## config.mk

```make
export PLATFORM = sky130hd
export DESIGN_NAME = wb_interconnect_n
export DESIGN_NICKNAME = d
export VERILOG_FILES = /design/src/rtl/wb_pkg.sv /design/src/rtl/wb_timeout_counter.sv /design/src/rtl/wb_interconnect_n.sv
export SDC_FILE = /design/constraint.sdc
export NUM_CORES = 1
export LEC_CHECK = 0
export BUFFER_PORTS_ARGS = -buffer_cell sky130_fd_sc_hd__buf_2
export CORE_AREA = 2 2 69 71
export CTS_CLUSTER_SIZE = 10
export DETAILED_ROUTE_END_ITERATION = 10
export DIE_AREA = 0 0 71 73
export HOLD_SLACK_MARGIN = 0.06
export PLACE_DENSITY = 0.73
export SYNTH_ARGS = -nofsm -noshare
export SYNTH_HDL_FRONTEND = slang
export SYNTH_SLANG_ARGS = --single-unit
```

## constraint.sdc

```tcl
create_clock -name clk -period 2.4 [get_ports clk]
set_input_delay 0.48 -clock clk [delete_from_list [all_inputs] [get_ports clk]]
set_output_delay 0.48 -clock clk [all_outputs]
set_load 0.005 [all_outputs]
```

## src/rtl/wb_pkg.sv

```systemverilog
// Shared types and constants for the parametrised Wishbone fan-out interconnect.
package wb_pkg;

    localparam logic [1:0] ST_IDLE = 2'd0;
    localparam logic [1:0] ST_WAIT = 2'd1;
    localparam logic [1:0] ST_RESP = 2'd2;

    typedef enum logic [1:0] {
        S_IDLE = ST_IDLE,
        S_WAIT = ST_WAIT,
        S_RESP = ST_RESP
    } wb_state_e;

    // Error cause carried into the response cycle; non-zero drives wbc_err.
    localparam logic [1:0] ERR_NONE     = 2'd0;
    localparam logic [1:0] ERR_UNMAPPED = 2'd1;
    localparam logic [1:0] ERR_TIMEOUT  = 2'd2;

    function automatic int selw(input int n);
        return (n > 2) ? $clog2(n) : 1;
    endfunction

endpackage

```

## src/rtl/wb_timeout_counter.sv

```systemverilog
// Up-counter bounding how long the interconnect waits for a peripheral ack.
module wb_timeout_counter #(
    parameter int TIMEOUT = 255
) (
    input  logic clk,
    input  logic rst_n,
    input  logic clr,
    input  logic en,
    output logic expired
);

    localparam int CW = $clog2(TIMEOUT + 1);

    logic [CW-1:0] cnt_q, cnt_d;

    always_comb begin
        cnt_d = cnt_q;
        if (clr) begin
            cnt_d = '0;
        end else if (en) begin
            cnt_d = cnt_q + CW'(1);
        end
    end

    // Fires in the cycle whose increment brings the count to TIMEOUT.
    assign expired = en && !clr && (cnt_q == CW'(TIMEOUT - 1));

    always_ff @(posedge clk or negedge rst_n) begin
        if (!rst_n) begin
            cnt_q <= '0;
        end else begin
            cnt_q <= cnt_d;
        end
    end

endmodule

```

## src/rtl/wb_interconnect_n.sv

```systemverilog
// One Wishbone controller fanned out to NPERIPH peripherals, single outstanding transaction.
// state  | meaning
// IDLE   | accepting requests; unmapped address answered with err next cycle
// WAIT   | strobe issued, waiting for the selected peripheral's ack or timeout
// RESP   | one-cycle ack (with read data) or err back to the controller
module wb_interconnect_n
    import wb_pkg::*;
#(
    parameter int NPERIPH = 4,
    parameter int AW      = 8,
    parameter int DW      = 8,
    parameter int TIMEOUT = 255
) (
    input  logic                          clk,
    input  logic                          rst_n,
    input  logic                          wbc_stb,
    input  logic                          wbc_we,
    input  logic [AW-1:0]                 wbc_adr,
    input  logic [DW-1:0]                 wbc_dat_w,
    output logic [DW-1:0]                 wbc_dat_r,
    output logic                          wbc_ack,
    output logic                          wbc_err,
    output logic                          wbc_stall,
    output logic [NPERIPH-1:0]            wbp_stb,
    output logic                          wbp_we,
    output logic [AW-selw(NPERIPH)-1:0]   wbp_adr,
    output logic [DW-1:0]                 wbp_dat_w,
    input  logic [NPERIPH*DW-1:0]         wbp_dat_r,
    input  logic [NPERIPH-1:0]            wbp_ack
);

    localparam int SELW = selw(NPERIPH);
    localparam int LAW  = AW - SELW;

    wb_state_e           state_q, state_d;
    logic [SELW-1:0]     idx_q, idx_d;
    logic [NPERIPH-1:0]  stb_q, stb_d;
    logic                we_q, we_d;
    logic [LAW-1:0]      adr_q, adr_d;
    logic [DW-1:0]       dat_w_q, dat_w_d;
    logic [DW-1:0]       dat_r_q, dat_r_d;
    logic                ack_q, ack_d;
    logic [1:0]          errc_q, errc_d;

    logic [SELW-1:0]     idx_in;
    logic [NPERIPH-1:0]  hit;
    logic                mapped;
    logic                sel_ack;
    logic [DW-1:0]       sel_dat;
    logic                tmo_clr, tmo_en, tmo_expired;

    assign idx_in = wbc_adr[AW-1 -: SELW];

    always_comb begin
        hit = '0;
        for (int i = 0; i < NPERIPH; i++) begin
            hit[i] = (idx_in == SELW'(i));
        end
    end

    assign mapped = |hit;

    // Only the latched target's ack and data are visible; other ports are ignored.
    always_comb begin
        sel_ack = 1'b0;
        sel_dat = '0;
        for (int i = 0; i < NPERIPH; i++) begin
            if (idx_q == SELW'(i)) begin
                sel_ack = wbp_ack[i];
                sel_dat = wbp_dat_r[i*DW +: DW];
            end
        end
    end

    assign tmo_clr = (state_q != S_WAIT);
    assign tmo_en  = (state_q == S_WAIT);

    wb_timeout_counter #(
        .TIMEOUT (TIMEOUT)
    ) u_timeout (
        .clk     (clk),
        .rst_n   (rst_n),
        .clr     (tmo_clr),
        .en      (tmo_en),
        .expired (tmo_expired)
    );

    always_comb begin
        state_d = state_q;
        idx_d   = idx_q;
        we_d    = we_q;
        adr_d   = adr_q;
        dat_w_d = dat_w_q;
        stb_d   = '0;
        dat_r_d = '0;
        ack_d   = 1'b0;
        errc_d  = ERR_NONE;
        case (state_q)
            S_IDLE: begin
                if (wbc_stb) begin
                    idx_d   = idx_in;
                    we_d    = wbc_we;
                    adr_d   = wbc_adr[LAW-1:0];
                    dat_w_d = wbc_dat_w;
                    if (mapped) begin
                        stb_d   = hit;
                        state_d = S_WAIT;
                    end else begin
                        errc_d  = ERR_UNMAPPED;
                    end
                end
            end
            S_WAIT: begin
                if (sel_ack) begin
                    dat_r_d = sel_dat;
                    ack_d   = 1'b1;
                    state_d = S_RESP;
                end else if (tmo_expired) begin
                    errc_d  = ERR_TIMEOUT;
                    state_d = S_RESP;
                end
            end
            S_RESP: begin
                state_d = S_IDLE;
            end
            default: begin
                state_d = S_IDLE;
            end
        endcase
    end

    always_ff @(posedge clk or negedge rst_n) begin
        if (!rst_n) begin
            state_q <= S_IDLE;
            idx_q   <= '0;
            stb_q   <= '0;
            we_q    <= 1'b0;
            adr_q   <= '0;
            dat_w_q <= '0;
            dat_r_q <= '0;
            ack_q   <= 1'b0;
            errc_q  <= ERR_NONE;
        end else begin
            state_q <= state_d;
            idx_q   <= idx_d;
            stb_q   <= stb_d;
            we_q    <= we_d;
            adr_q   <= adr_d;
            dat_w_q <= dat_w_d;
            dat_r_q <= dat_r_d;
            ack_q   <= ack_d;
            errc_q  <= errc_d;
        end
    end

    assign wbc_dat_r = dat_r_q;
    assign wbc_ack   = ack_q;
    assign wbc_err   = (errc_q != ERR_NONE);
    assign wbc_stall = (state_q != S_IDLE);
    assign wbp_stb   = stb_q;
    assign wbp_we    = we_q;
    assign wbp_adr   = adr_q;
    assign wbp_dat_w = dat_w_q;

endmodule

```

==> results.sh <==
export IMPL_dp_cells=264
export IMPL_hold_viol_final=0
export IMPL_required_ns=2.57
export IMPL_io_buffers=85
export IMPL_fin_cells=272
export IMPL_first_pass_iters=4
export IMPL_die_w_um=71
export IMPL_power_total_mw=2.43
export IMPL_routed_via_density=4.72
export IMPL_clockBufferDepth=2
export IMPL_outcome="finished, final reports clean"
export IMPL_cts_buffers=5
export IMPL_syn_num_nets=186
export IMPL_crit_buf_inv=0
export IMPL_setup_viol=0
export IMPL_yosys_warnings=0
export IMPL_rsz0062_at_grt="no"
export IMPL_die_y_um=73
export IMPL_worstMarginPinSlew_ns=0.897
export IMPL_switchingPower_mw=0.755
export IMPL_drt_iter0_markers=46
export IMPL_grt_pass1_vias=1379
export IMPL_nNetsFinal=275
export IMPL_diodes=0
export IMPL_postCtsHoldBufs=0
export IMPL_worst_ep_arrival_time_ns=1.91
export IMPL_power_frac_seq=0.457
export IMPL_period_share=0.727
export IMPL_finalCriticalPeriod_ns=1.74
export IMPL_p_per_area_nw_per_um2=1030
export IMPL_dieArea_um2=5180
export IMPL_netlist_instances=128
export IMPL_place_gp_congestion=0.729
export IMPL_fin_skew_ns=0.00986
export IMPL_grt_usage=0.152
export IMPL_ys_seq_area_frac=0.589
export IMPL_switching_share=0.310
export IMPL_dp_hpwl_um=2860
export IMPL_grt_max_degree=43
export IMPL_clkLatencyLatePin_ns=0.30
export IMPL_clockRootBuffer="clkbuf_8"
export IMPL_fin_util=0.519
export IMPL_netlist_area_um2=1780
export IMPL_cts_clk_slew_worst_paths_ns=0.08
export IMPL_ctsHtreeMaxLevel=2
export IMPL_combPwrFrac=0.361
export IMPL_post_cts_buffers=0
export IMPL_drc_errors=0
export IMPL_critical_path_cell_chain="mux4_2 -> o21bai_1 -> nor2b_1"
export IMPL_ir_drop_uv=450
export IMPL_drt_antenna_violating_nets=0
export IMPL_maxSlewViolCount=0
export IMPL_ys_ff_latch=42
export IMPL_relSlewSlack=0.402
export IMPL_wire_per_inst_um=13.3
export IMPL_startpoint_type="flip-flop"
export IMPL_end_kind="flip-flop"
export IMPL_tritoncts="done"
export IMPL_grt_pass1_wl_um=6060
export IMPL_p_leak_nw=1.17
export IMPL_vias=1283
export IMPL_p_int_mw=1.68
export IMPL_antenna_found_initial=0
export IMPL_maxCapViolations=0
export IMPL_clock_fmax_mhz=573
export IMPL_gr_total_overflow=0
export IMPL_cp_top_family="flip-flops"
export IMPL_crit_path_max_fanout=10
export IMPL_worstSetupPathType="reg -> reg"
export IMPL_clockPowerShare=0.183
export IMPL_avgSynthCellArea_um2=13.9
export IMPL_rows=25
export IMPL_cts_resized=0
export IMPL_setup_tns_ns=0
export IMPL_core_um2=4540
export IMPL_ios=86
export IMPL_area_growth_pct=32.1
export IMPL_clock_sinks=42
export IMPL_initial_core_util=0.393
export IMPL_drive_above_1_share=0.564
export IMPL_yosysUniqueCellTypes=29
export IMPL_finalWirelength_um=3610
export IMPL_hp_class="in -> async"
export IMPL_cp_slowest_cell="dfrtp_1"
export IMPL_slowest_delay_ns=0.68
[final cells by class]
class	instances	area, µm²
clock inverter	3	21.3
timing repair buffer	87	440
tap	54	67.6
clock buffer	5	68.8
sequential	42	1050
multi-input combinational	76	688
fill	414	2180
inverter	5	18.8
[cells by family (layout without fill, tap and decap cells)]
kind of cell,count (synthesis),count (layout),share of synthesized area
DFF,42,42,0.589
and+or+nand+nor,36,36,0.111
muxes,25,25,0.215
buffers and inverters,10,100,0.0274
AOI/OAI and AO/OA,9,9,0.0267
xor gates and xnor gates,3,3,0.0147
adders and majority gates,2,2,0.0140
other,1,1,0.00210
[state kept, by name, indices dropped and copies added (netlist names)]
signal	cells
errc_q	2
idx_q	2
state_q	2
u_timeout.cnt_q	8
wbc_ack	1
wbc_dat_r	8
wbp_adr	6
wbp_dat_w	8
wbp_stb	4
wbp_we	1
[Yosys cell counts]
library cell / instances / area share
dfrtp_1: 42 / 0.59
mux2_2: 16 / 0.10
mux4_2: 9 / 0.11
nor2b_1: 9 / 0.032
nor2_1: 7 / 0.015
inv_1: 5 / 0.011
nand3_1: 5 / 0.014
o21ai_0: 4 / 0.011
a21oi_1: 3 / 0.0084
nand2_1: 3 / 0.0063
or3_1: 3 / 0.011
buf_2: 2 / 0.0056
ha_1: 2 / 0.014
nor3b_1: 2 / 0.0084
xor2_1: 2 / 0.0098
and3_1: 1 / 0.0035
buf_6: 1 / 0.0063
clkbuf_1: 1 / 0.0021
clkbuf_2: 1 / 0.0028
conb_1: 1 / 0.0021
nand2b_1: 1 / 0.0035
nand2b_2: 1 / 0.0049
nand4_1: 1 / 0.0035
nor3_1: 1 / 0.0028
nor4_1: 1 / 0.0035
o21ai_1: 1 / 0.0028
o21bai_1: 1 / 0.0042
or2_2: 1 / 0.0035
xnor2_1: 1 / 0.0049
[routing by layer]
| metal | track usage | wire [µm] | vias up |
|---|---|---|---|
| li1 | - | - | 621 |
| met2 | 0.251 | 1680 | 65 |
| met3 | 0.0401 | 309 | 5 |
| met1 | 0.184 | 1550 | 592 |
| met5 | 0 | 0 | - |
| met4 | 0.0818 | 72 | 0 |
[power by group through the flow]
stage          clock network (mW)  registers, mW  logic (mW)
6_report                    0.445           1.11       0.878
5_1_grt                     0.495           1.15       0.973
4_1_cts                     0.462           1.12       0.893
3_5_place_dp                    0           1.14       0.892
3_3_place_gp                    0           1.12       0.879
2_1_floorplan                   0           1.08       0.595
[worst paths after layout]
| path | startpoint | endpoint | slack, ns | cells after the start |
|---|---|---|---|---|
| worst min register to register | wbp_dat_w[0] | wbp_dat_w[0] | 0.50 | 1 |
| max in group asynchronous | rst_n | errc_q[1] | 1.53 | 1 |
| min in group clk | wbc_adr[6] | wbp_stb[2] | 0.39 | 2 |
| worst max-delay path | idx_q[0] | state_q[1] | 0.66 | 3 |
| worst min-delay path | rst_n | wbp_adr[1] | 0.31 | 1 |
| worst max register to register | idx_q[0] | state_q[1] | 0.66 | 3 |
[worst register-to-register path: cells and delay by family, from the launching register on]
family	cells	cell delay (ns)
DFF	1	0.68
muxes	1	0.62
AOI/OAI and AO/OA	1	0.19
and+or+nand+nor	1	0.14
[through the flow]
stage | setup WS, ns | area, µm² | hold WS (ns)
after CTS | 0.617 | 2360 | 0.337
after detailed placement | 0.629 | 2270 | 0.490
after global placement | 0.667 | 2270 | 0.483
final | 0.656 | 2360 | 0.307
after global routing | 0.503 | 2360 | 0.382
after floorplan | 0.879 | 1780 | 0.184
[cells in the final DEF, fill, tap and decap left out, drive strengths merged, types with 3 or more instances in the layout]
| cell type | instances |
|---|---|
| o21ai | 5 |
| clkbuf | 5 |
| or3 | 3 |
| nand3 | 5 |
| inv | 5 |
| buf | 87 |
| mux4 | 9 |
| nand2 | 3 |
| dfrtp | 42 |
| a21oi | 3 |
| mux2 | 16 |
| nor2b | 9 |
| nor2 | 7 |
(Power assumes the default switching activity.)
